--- src/rtl/rpi_link_pkg.sv ---
// rpi_link_pkg: types and constants shared by the Pi link receiver and interrupt-clock logic
package rpi_link_pkg;
    typedef enum logic {IDLE, SHIFT} rx_state_t;
    localparam int WORD_W_DEF = 16;
endpackage

--- src/rtl/rpi_serial_rx_if.sv ---
// rpi_serial_rx_if: word handshake and status bundle between the Pi receiver and its consumer
interface rpi_serial_rx_if
    import rpi_link_pkg::*;
#(
    parameter int WORD_W = WORD_W_DEF
) ();
    logic [WORD_W-1:0] word_out;
    logic word_valid;
    logic word_ready;
    logic overrun;
    logic overrun_clr;
    logic frame_err;
    logic busy;
    modport master (
        output word_out, word_valid, overrun, frame_err, busy,
        input  word_ready, overrun_clr
    );
    modport slave (
        input  word_out, word_valid, overrun, frame_err, busy,
        output word_ready, overrun_clr
    );
endinterface

--- src/rtl/rpi_serial_rx_sync_edge.sv ---
// rpi_sync_edge: multi-flop synchronizer for an asynchronous Pi line with level and rising-edge outputs
module rpi_sync_edge #(
    parameter int SYNC_STAGES = 2
) (
    input  logic clk_in,
    input  logic reset,
    input  logic din,
    output logic level,
    output logic rise
);
    logic [SYNC_STAGES-1:0] chain;
    logic prev;
    // shift the async input through the chain; prev lags the synchronized level by one cycle
    always_ff @(posedge clk_in) begin
        if (reset) begin
            chain <= '0;
            prev  <= 1'b0;
        end else begin
            chain <= {chain[SYNC_STAGES-2:0], din};
            prev  <= chain[SYNC_STAGES-1];
        end
    end
    assign level = chain[SYNC_STAGES-1];
    assign rise  = level & ~prev;
endmodule

--- src/rtl/rpi_serial_rx.sv ---
// rpi_serial_rx: Pi-to-FPGA serial word receiver with one-entry valid/ready holding register
module rpi_serial_rx
    import rpi_link_pkg::*;
#(
    parameter int WORD_W      = WORD_W_DEF,
    parameter int SYNC_STAGES = 2
) (
    input  logic clk_in,
    input  logic reset,
    input  logic rpi_clk,
    input  logic rpi_data,
    input  logic rpi_frame,
    rpi_serial_rx_if.master bus
);
    localparam int CNT_W = $clog2(WORD_W);
    localparam logic [CNT_W-1:0] LAST = CNT_W'(WORD_W - 1);
    rx_state_t state, state_d;
    logic [CNT_W-1:0] bit_cnt;
    logic [WORD_W-1:0] shift_reg, word;
    logic clk_rise, data_lvl, frame_lvl;
    logic unused_clk_lvl, unused_data_rise, unused_frame_rise;
    logic shift_en, trunc, done, load, drop;
    rpi_sync_edge #(.SYNC_STAGES(SYNC_STAGES)) u_clk (
        .clk_in(clk_in), .reset(reset), .din(rpi_clk), .level(unused_clk_lvl), .rise(clk_rise)
    );
    rpi_sync_edge #(.SYNC_STAGES(SYNC_STAGES)) u_data (
        .clk_in(clk_in), .reset(reset), .din(rpi_data), .level(data_lvl), .rise(unused_data_rise)
    );
    rpi_sync_edge #(.SYNC_STAGES(SYNC_STAGES)) u_frame (
        .clk_in(clk_in), .reset(reset), .din(rpi_frame), .level(frame_lvl), .rise(unused_frame_rise)
    );
    assign word = {shift_reg[WORD_W-2:0], data_lvl};
    // next state: a frame fall wins over a coincident clock edge; mid-word falls flag truncation
    always_comb begin
        state_d  = state;
        shift_en = 1'b0;
        trunc    = 1'b0;
        if (state == IDLE) begin
            state_d = frame_lvl ? SHIFT : IDLE;
        end else if (!frame_lvl) begin
            state_d = IDLE;
            trunc   = bit_cnt != '0;
        end else begin
            shift_en = clk_rise;
        end
    end
    assign done = shift_en && bit_cnt == LAST;
    assign load = done && (!bus.word_valid || bus.word_ready);
    assign drop = done && bus.word_valid && !bus.word_ready;
    assign bus.busy = state == SHIFT;
    // state register
    always_ff @(posedge clk_in) begin
        state <= reset ? IDLE : state_d;
    end
    // bit counter and shift register; the counter wraps at word end so a frame can carry many words
    always_ff @(posedge clk_in) begin
        if (reset) begin
            bit_cnt   <= '0;
            shift_reg <= '0;
        end else begin
            bit_cnt <= (state_d == IDLE || done) ? '0 : bit_cnt + CNT_W'(shift_en);
            if (shift_en) shift_reg <= word;
        end
    end
    // holding register and status flags; a load in the accept cycle keeps valid high with no bubble
    always_ff @(posedge clk_in) begin
        if (reset) begin
            bus.word_out   <= '0;
            bus.word_valid <= 1'b0;
            bus.overrun    <= 1'b0;
            bus.frame_err  <= 1'b0;
        end else begin
            if (load) bus.word_out <= word;
            bus.word_valid <= load || (bus.word_valid && !bus.word_ready);
            bus.overrun    <= drop || (bus.overrun && !bus.overrun_clr);
            bus.frame_err  <= trunc;
        end
    end
endmodule

--- src/flat_wrapper.sv ---
// flat-port wrapper written by rule: the top's interface ports become plain ports
module rpi_serial_rx_flat import rpi_link_pkg::*;
#(
    parameter int WORD_W      = WORD_W_DEF,
    parameter int SYNC_STAGES = 2
)
  (clk_in, reset, rpi_clk, rpi_data, rpi_frame, bus_word_out, bus_word_valid, bus_overrun, bus_frame_err, bus_busy, bus_word_ready, bus_overrun_clr);
  rpi_serial_rx_if #(.WORD_W(WORD_W)) bus_i ();
  input  logic clk_in;
  input  logic reset;
  input  logic rpi_clk;
  input  logic rpi_data;
  input  logic rpi_frame;
  output wire logic [$bits(bus_i.word_out)-1:0] bus_word_out;
  output wire logic [$bits(bus_i.word_valid)-1:0] bus_word_valid;
  output wire logic [$bits(bus_i.overrun)-1:0] bus_overrun;
  output wire logic [$bits(bus_i.frame_err)-1:0] bus_frame_err;
  output wire logic [$bits(bus_i.busy)-1:0] bus_busy;
  input wire logic [$bits(bus_i.word_ready)-1:0] bus_word_ready;
  input wire logic [$bits(bus_i.overrun_clr)-1:0] bus_overrun_clr;
  assign bus_word_out = bus_i.word_out;
  assign bus_word_valid = bus_i.word_valid;
  assign bus_overrun = bus_i.overrun;
  assign bus_frame_err = bus_i.frame_err;
  assign bus_busy = bus_i.busy;
  assign bus_i.word_ready = bus_word_ready;
  assign bus_i.overrun_clr = bus_overrun_clr;
  rpi_serial_rx #(.WORD_W(WORD_W), .SYNC_STAGES(SYNC_STAGES)) u_core (.clk_in(clk_in), .reset(reset), .rpi_clk(rpi_clk), .rpi_data(rpi_data), .rpi_frame(rpi_frame), .bus(bus_i));
endmodule
--- config.mk ---
export PLATFORM = sky130hd
export DESIGN_NAME = rpi_serial_rx_flat
export DESIGN_NICKNAME = d
export VERILOG_FILES = /design/src/rtl/rpi_link_pkg.sv /design/src/rtl/rpi_serial_rx_if.sv /design/src/rtl/rpi_serial_rx_sync_edge.sv /design/src/rtl/rpi_serial_rx.sv /design/src/flat_wrapper.sv
export SDC_FILE = /design/constraint.sdc
export NUM_CORES = 1
export LEC_CHECK = 0
export ABC_AREA = 1
export ABC_CLOCK_PERIOD_IN_PS = 4990
export CORE_MARGIN = 5
export CORE_UTILIZATION = 55
export CTS_CLUSTER_SIZE = 24
export DETAILED_ROUTE_END_ITERATION = 10
export GPL_ROUTABILITY_DRIVEN = 0
export PLACE_DENSITY = 0.81
export SLEW_MARGIN = 20
export SYNTH_ARGS = -nofsm -noshare
export SYNTH_HDL_FRONTEND = slang
export SYNTH_SLANG_ARGS = --single-unit
--- constraint.sdc ---
create_clock -name clk_in -period 4.99 [get_ports clk_in]
set_input_delay 0.7485 -clock clk_in [delete_from_list [all_inputs] [get_ports clk_in]]
set_output_delay 0.7485 -clock clk_in [all_outputs]
set_load 0.05 [all_outputs]
; ---- Yosys cells after proc, flatten, opt, wreduce, memory -nomap -nowiden
; Index checks and enable logic that the tools add are counted.
; W data, S select, Z words.
[op_classes]
add_sub_neg = 1
n_eq_ne = 1
mux = 3
bitwise_logic = 4
n_reduce_logical = 16
[op_table]
columns = op, n
row1 = $logic_and A1 B1 Y1, 6
row2 = $add A4 B1 Y4, 1
row3 = $eq A4 B4 Y1 const B, 1
row4 = $logic_or A1 B1 Y1, 4
row5 = $reduce_bool A4 Y1, 1
row6 = $logic_not A1 Y1, 3
row7 = $mux W1, 3
row8 = $not A1 Y1, 3
row9 = $reduce_or A3 Y1, 1
row10 = $reduce_or A2 Y1, 1
row11 = $and A1 B1 Y1, 1
[totals]
regBits = 46
output_inout_bits = 20
word_cells = 36

; ---- Depth between registers and ports, before layout
; Gate-level depths: netlist (run 1).
[logic_depth]
ltp_word = 8
ltp_mapped = 9
mapped_depth_nobuf = 7

; ---- By module
; From an unflattened synthesis (run 1), not the netlist that was laid out.
[hier_totals]
cells_unflattened = 255
area_unflattened_um2 = 1926.8
[by_module_without_submodules]
columns = module, instances, cells_per_inst, area_each_um2, seq_area_each_um2
row1 = rpi_serial_rx, 1, 225, 1667.8, 780.7
row2 = rpi_sync_edge, 3, 10, 86.3, 60.1

; ---- Least setup slack after synthesis (run 1)
; Ideal clock, no wire load.
[synth_path]
path_kind = flip-flop to flip-flop
from = register u_core.state, in the netlist u_core.bus.busy
to = register u_core.bit_cnt[3]
setup_time_ns = 0.070
arrival_time_ns = 1.980
path_slack_ns = 2.940
stages_incl_launch_ff = 9
n_path_buf = 2
synth_period_minus_slack_ns = 2.050
cell_sequence = dfxtp_1 -> nand2_1 -> nor2_2 -> buf_2 -> buf_2 -> ha_1 -> nand3_1 -> or2_2 -> a21oi_1
[synth_between]
elab_chain_len = 4
word_cells_on_any_way = 5
classes_between = 1 x add/sub / 1 x mux / 3 x reduce/logical
[synth_lines]
columns = element, line_no
row1 = from (decl), rpi_serial_rx.sv:17  ; rx_state_t state, state_d;
row2 = from (signal assigned), rpi_serial_rx.sv:53  ; state <= reset ? IDLE : state_d;
row3 = $mux W1 (*), rpi_serial_rx.sv:38  ; if (state == IDLE) begin
row4 = net u_core.shift_en, rpi_serial_rx.sv:22  ; logic shift_en, trunc, done, load, drop;
row5 = branches (longest 3 deep; another with $add A4 B1 Y4), -
row6 = to (signal assigned), rpi_serial_rx.sv:61  ; bit_cnt <= (state_d == IDLE || done) ? '0 : bit_cnt + CNT_W'(shift_en);
row7 = to (decl), rpi_serial_rx.sv:18  ; logic [CNT_W-1:0] bit_cnt;
; Mark *: on every way through the listed nets, which the timed path passes.
; A chain may end at the register's enable or synchronous reset.

; ---- Worst setup path in the final report (run 1)
[layout_path]
from = register u_core.state, in the netlist u_core.bus.busy
to = output port bus_busy
[layout_lines]
columns = element, line_no
row1 = to (decl), flat_wrapper.sv:18  ; output wire logic [$bits(bus_i.busy)-1:0] bus_busy;
; No word-level cell between the ends.

==> metrics.md, run 1 <==
| Metric | Value |
|---|---|
| Static Leak | `between 0.9 and 1 nW` |
| Rows | `21` |
| Layout cells sized above 1 | `around 8.5%` |
| Largest family of logic cells by synthesized area | `simple AND/OR/NAND/NOR gates` |
| Post-route ant nets | `0` |
| CP peak stage delay | `approximately 0.82 ns` |
| Fin crit period | `about 2.3 ns` |
| DRT Wirelength | `3.073 mm` |
| Initial drt markers | `59` |
| Count of cell types in the netlist | `21` |
| TritonRoute pass-1 iters | `4` |
| Post-Synth Simple-Gate Area | `between 20 and 25%` |
| Hold violation total from the final report | `0` |
| WP data required | `~4.2 ns` |
| CP startpoint kind | `flop` |
| I/O Buffers | `26` |
| Pwr Density | `256.9 nW/um^2` |
| Vert. Die Dim | `a little under 70 um` |
| Metal3 WL | `~150 um` |
| Most frequent cells in the layout | `62 x inv_1, 46 x dfxtp_1, 30 x nand2_1` |
| Htree depth | `2` |
| CP delay by family, top | `buffers and inverters` |
| Compound-gate portion of the synthesized area | `about 8.8%` |
| Root Buffer | `clkbuf_4` |
| Initial Util | `a little under three fifths` |
| Setup TNS | `0 ns` |
| Synth area leaders | `dfxtp_1 49%, inv_1 12%, nand2_1 6.0%` |
| Total power | `565.9 uW` |
| HP Class | `flop to flop` |
| Setup crit end kind | `output pin` |
| Gate Count Post-Synth | `between 200 and 250` |
| Top Metal Used | `met4` |
| Xor-xnor portion of the synthesized cell area | `less than 1%` |
| Post-CTS setup buffer count | `0` |
| Part of the cycle the worst path needs | `45.76%` |
| Syn Nets | `approximately 260` |
| CTS sink count | `between 40 and 50` |
| Largest net degree at the start of global routing | `35` |
| Proportion of synthesized area in mux cells | `0%` |
| # diodes | `0` |
| WL met2 | `about 1.4 mm` |
| Seq cells post-synth | `46` |
| GR Overflow Total | `0` |
| Max FFs per register | `16` |
| Relative slew margins | `around 46%` |
| CTS tree | `built` |
| Worst-margin pin slew | `around 0.80 ns` |
| Buffer and inverter count on the worst path | `1` |
| Die W | `68.34 um` |
| # setup viols final | `0` |
| Seq/Total Area, Yosys | `between 40% and 50%` |
| Vias | `1437` |
| Dpl hpwl | `2.015 mm` |
| Avg Cell Area, Syn | `roughly 7.5 um^2` |
| Area of the mapped netlist | `between 1500 and 2000 um^2` |
| Number of antenna violations at the first check in global routing | `0` |
| Outcome | `complete, no violations` |
| WP data arrival | `about 1.5 ns` |
| First-pass GRT wire length | `5.347 mm` |
| Synth Warn # | `0` |
| Clock Latency Late Sink | `approximately 0.35 ns` |
| Cts hold-fix bufs | `0` |
| Clock skew | `approximately 0.011 ns` |
| Max cap viols | `0` |
| Final net count | `280` |
| Clock Tree Buf Depth | `2` |
| RSZ-0062 raised after global routing | `no` |
| Post_cts resized | `0` |
| Max Clock Freq | `438.0 MHz` |
| M1 wire length | `between 1.5 and 2 mm` |
| Via density | `about 4.5` |
| CTS Buf Count | `5` |
| Area share of fa/ha/maj cells after synthesis | `1.337%` |
| Area leader, netlist | `dfxtp_1` |
| GRT Total Usage | `15.20%` |
| Residual DRC count | `0` |
| Max rail drop VDD | `roughly 0.00018 V` |
| I/O pin count | `27` |
| DIE AREA | `between 4000 and 5000 um^2` |
| Post-synth top area share | `between 40% and 50%` |
| Slew Limit Fails | `0` |
| Worst-path fanout max | `3` |
| Core Area | `3311 um^2` |
| Final Util | `between 60% and 70%` |
| CTS clk-pin slew, worst paths | `0.12 ns` |
| P&R area growth vs syn | `17.71%` |
| WL/cell | `9.664 um` |
| Critical path type | `flop to output pin` |
| Cell Chain, Critical Path | `clkdlybuf4s50_1` |
| Vias in the first global route | `between 1000 and 1500` |
| Commonest non-fill, non-tap cell in the layout | `inv_1` |
| Slowest CP cell | `clkdlybuf4s50_1` |
| Fillers | `around 320` |
## cell families (layout without fill, tap and decap cells)
| group | after synthesis | after routing |
|---|---|---|
| AND/OR/NAND/NOR | 93 | 93 |
| buffers and inverters | 74 | 97 |
| XOR/XNOR | 1 | 1 |
| adder cells (fa/ha/maj) | 2 | 2 |
| flip-flops | 46 | 46 |
| AO/OA/AOI/OAI | 33 | 33 |
## stage by stage
step	cells	worst slack [ns]	hold WS, ns	instance area [um^2]
2_1_floorplan	249	2.940	0.3883	1872
6_report	318	2.707	0.4100	2203
5_1_grt	318	2.620	0.4244	2203
4_1_cts	318	2.672	0.4115	2198
3_3_place_gp	310	2.511	0.3894	2138
3_5_place_dp	310	2.424	0.3937	2138
## cell type report
cell class / count / area, um^2 / share of cell area, %
Clock buffer: 7 / 55.05 / 2.499
Timing Repair Buffer: 27 / 267.8 / 12.15
Clock inverter: 1 / 5.005 / 0.2271
Tap cell: 46 / 57.56 / 2.612
Sequential cell: 46 / 920.9 / 41.79
Inverter: 62 / 232.7 / 10.56
Multi-Input combinational cell: 129 / 664.4 / 30.15
## Yosys cell counts
cell and number:
nor2_8 1, or2_2 1, nor2_2 1, ha_1 2
nand3_4 1, nand3b_1 1, dfxtp_1 46, nand3_1 2
clkbuf_1 5, nand2_2 11, a21oi_1 18, nor2_1 28
nand2_1 30, o21ai_0 15, buf_2 5, buf_6 1
xnor2_1 1, buf_1 1, nor4_1 1, inv_1 62
nand4_1 16
## report_power, final
group | total, mW | switching (mW) | internal, mW
Clock | 0.177 | 0.109 | 0.0684
Sequential | 0.371 | 0.000929 | 0.370
Combinational | 0.0177 | 0.00991 | 0.00779
## worst paths after layout
path,to,start,slack [ns],cells past startpoint
max,bus_busy,u_core.bus.busy$_SDFF_PP0_,2.71,1
min,u_core.u_clk.chain[1]$_SDFF_PP0_,u_core.u_clk.chain[0]$_SDFF_PP0_,0.41,2
max reg2reg,u_core.bus.word_out[1]$_SDFFE_PP0P_,u_core.bus.busy$_SDFF_PP0_,3.08,7
min reg2reg,u_core.u_clk.chain[1]$_SDFF_PP0_,u_core.u_clk.chain[0]$_SDFF_PP0_,0.41,2
## layer usage
metal / vias to the layer above / global-route usage (%)
met2: 26 / 24.55
li1: 794 / -
met4: 0 / 7.444
met1: 612 / 18.37
met3: 5 / 4.433
met5: - / 0
No activity file was read; power rests on OpenSTA's default activity.
==> run 2: changes to the inputs <==
--- a/config.mk
+++ b/config.mk
@@ -6,13 +6,13 @@
 export NUM_CORES = 1
 export LEC_CHECK = 0
 export ABC_AREA = 1
-export ABC_CLOCK_PERIOD_IN_PS = 4990
+export ABC_CLOCK_PERIOD_IN_PS = 2150
 export CORE_MARGIN = 5
-export CORE_UTILIZATION = 55
+export CORE_UTILIZATION = 53
 export CTS_CLUSTER_SIZE = 24
 export DETAILED_ROUTE_END_ITERATION = 10
 export GPL_ROUTABILITY_DRIVEN = 0
-export PLACE_DENSITY = 0.81
+export PLACE_DENSITY = 0.78
 export SLEW_MARGIN = 20
 export SYNTH_ARGS = -nofsm -noshare
 export SYNTH_HDL_FRONTEND = slang
==> constraint.sdc (replaced) <==
create_clock -name clk_in -period 2.15 [get_ports clk_in]
set_input_delay 0.3225 -clock clk_in [delete_from_list [all_inputs] [get_ports clk_in]]
set_output_delay 0.3225 -clock clk_in [all_outputs]
set_load 0.05 [all_outputs]
==> run 2 against run 1 <==
  * Sequential power grew 130%
  * Count of clock-buffer cells in the layout shrank 2
  * Final area grew 1.9%
  * Critical path depth is the same
  * Global-route usage shrank 0.20 points
  * First-iteration DRC count grew 75%
  * Worst setup slack lost 2.5 ns
  * Critical path type unchanged
  * Critical endpoint unchanged
  * Cell count grew 1.3%
  * Sequential share of layout area shrank 0.79 points
  * Die area grew 3.2%
  * Non-clock buffer count grew 4
  * Via count grew 4.0%
==> metrics.md, run 2 (synthesized netlist as in run 1, its figures left out) <==
| Metric | Value |
|---|---|
| Initial Util | `a little under three fifths` |
| Met2 Track Usage GR | `between 20% and 30%` |
| Pwr Density | `~630 nW/um^2` |
| DRT Wirelength | `3.322 mm` |
| Vias | `1494` |
| Commonest non-fill, non-tap cell in the layout | `inv_1` |
| Largest net degree at the start of global routing | `28` |
| CP startpoint kind | `flop` |
| Max FFs per register | `16` |
| Fin cells | `322` |
| Most frequent cells in the layout | `62 x inv_1, 46 x dfxtp_1, 30 x nand2_1` |
| I/O pin count | `27` |
| Post-CTS setup buffer count | `0` |
| HP Class | `flop to flop` |
| WP data required | `about 1.8 ns` |
| Layout cells sized above 1 | `10.14%` |
| WL/cell | `10.32 um` |
| GR peak layer | `met2` |
| WP data arrival | `1.58 ns` |
| Critical R2R Capture | `u_core.bus.word_out[1]$_SDFFE_PP0P_` |
| Buffer and inverter count on the worst path | `1` |
| Number of antenna violations at the first check in global routing | `0` |
| First-pass GRT wire length | `5.968 mm` |
| P&R area growth vs syn | `19.99%` |
| Worst-margin pin slew | `around 0.52 ns` |
| Relative slew margins | `around 65%` |
| Rows | `21` |
| CTS clk-pin slew, worst paths | `0.13 ns` |
| Core Area | `~3400 um^2` |
| Htree depth | `2` |
| Vias in the first global route | `~1400` |
| Met3 Use GR | `5.217%` |
| Clock Tree Buf Depth | `2` |
| TritonRoute pass-1 iters | `4` |
| Cell Chain, Critical Path | `clkdlybuf4s50_1` |
| Initial drt markers | `103` |
| CP peak stage delay | `just over 0.8 ns` |
| Post-route ant nets | `0` |
| Post_cts resized | `0` |
| Met1 Usage GRT | `17.49%` |
| Max cap viols | `0` |
| Fin crit period | `1.900 ns` |
| Cells on Worst Hold Path | `2` |
| Sequential Area | `between 900 and 1000 um^2` |
| Via density | `4.640` |
| DIE AREA | `about 4800 um^2` |
| Hold violation total from the final report | `0` |
| I/O Buffers | `26` |
| RSZ-0062 raised after global routing | `no` |
| Final net count | `284` |
| GRT Total Usage | `about 15%` |
| Max Clock Freq | `526.2 MHz` |
| Vert. Die Dim | `around 69 um` |
| Cts hold-fix bufs | `0` |
| Dpl hpwl | `2.237 mm` |
| Root Buffer | `clkbuf_4` |
| CTS tree | `built` |
| Total power | `between 1 and 1.5 mW` |
| Placed cells | `between 300 and 400` |
| Clock skew | `0.01116 ns` |
| Outcome | `complete, no violations` |
| Residual DRC count | `0` |
| Part of the cycle the worst path needs | `between 80 and 90%` |
| Critical path type | `flop to output pin` |
| Worst r2r src | `u_core.bus.busy$_SDFF_PP0_` |
| # diodes | `0` |
| CTS sink count | `46` |
| R2R depth | `7` |
| Static Leak | `between 0.9 and 1 nW` |
| # setup viols final | `0` |
| Setup crit end kind | `output pin` |
| Setup slack, reg-to-reg | `0.65 ns` |
| Slowest CP cell | `clkdlybuf4s50_1` |
| Max rail drop VDD | `approximately 0.00045 V` |
| Die W | `between 60 and 70 um` |
| Area of the multi-input gates | `659.4 um^2` |
| Worst-path fanout max | `3` |
| GR Overflow Total | `0` |
| Worst hold start | `u_core.u_frame.chain[0]$_SDFF_PP0_` |
| Setup TNS | `0 ns` |
| CP delay by family, top | `buffers and inverters` |
| CTS Buf Count | `5` |
| Fillers | `285` |
| WHS Endpoint | `u_core.u_frame.chain[1]$_SDFF_PP0_` |
| Clock Latency Late Sink | `around 0.36 ns` |
| Slew Limit Fails | `0` |
-- run 2: worst register-to-register path, cell delays in order (launching register included) --
cell and delay, ns:
dfxtp_1 0.40, nand2_1 0.08, nor2_2 0.17, buf_4 0.27, nand3_4 0.28, nand2_1 0.13
inv_1 0.04, nor2_1 0.08
-- run 2: how the worst max path moves through the flow --
stage / cells past startpoint / from / slack [ns] / to
floorplan: 8 / u_core.bus.busy$_SDFF_PP0_ / 0.10 / u_core.bit_cnt[3]$_SDFF_PP0_
global placement: 7 / bus_word_ready / 0.64 / u_core.bus.word_out[12]$_SDFFE_PP0P_
detailed placement: 7 / bus_word_ready / 0.64 / u_core.bus.word_out[8]$_SDFFE_PP0P_
CTS: 1 / u_core.bus.busy$_SDFF_PP0_ / 0.23 / bus_busy
global route: 1 / u_core.bus.busy$_SDFF_PP0_ / 0.18 / bus_busy
finish: 1 / u_core.bus.busy$_SDFF_PP0_ / 0.25 / bus_busy
-- run 2: where the power goes --
| part | total, mW | switching [mW] | internal [mW] |
|---|---|---|---|
| clock network | 0.516 | 0.275 | 0.241 |
| registers | 0.861 | 0.00241 | 0.859 |
| logic | 0.0435 | 0.0233 | 0.0203 |
-- run 2: metrics by stage --
step	setup WS (ns)	utilization, %	area, um^2	hold slack [ns]
2_1_floorplan	0.1004	-	1872	0.3883
6_report	0.2495	66.26	2246	0.4107
3_5_place_dp	0.6369	63.97	2168	0.3953
5_1_grt	0.1755	66.26	2246	0.4464
3_3_place_gp	0.6404	63.97	2168	0.3889
4_1_cts	0.2277	66.26	2246	0.4133
-- run 2: area by class of cell --
| class | count | area share [%] |
|---|---|---|
| clock buffers | 5 | 1.671 |
| clock inverters | 3 | 1.783 |
| inverters | 62 | 10.36 |
| multi-input cells | 129 | 29.36 |
| flip-flops and latches | 46 | 41.00 |
| well taps | 46 | 2.563 |
| repair buffers | 31 | 13.26 |
-- run 2: layer usage --
metal	vias up	wire (um)
met4	0	83
met5	-	0
met3	10	172
met2	25	1477
met1	656	1588
li1	803	-
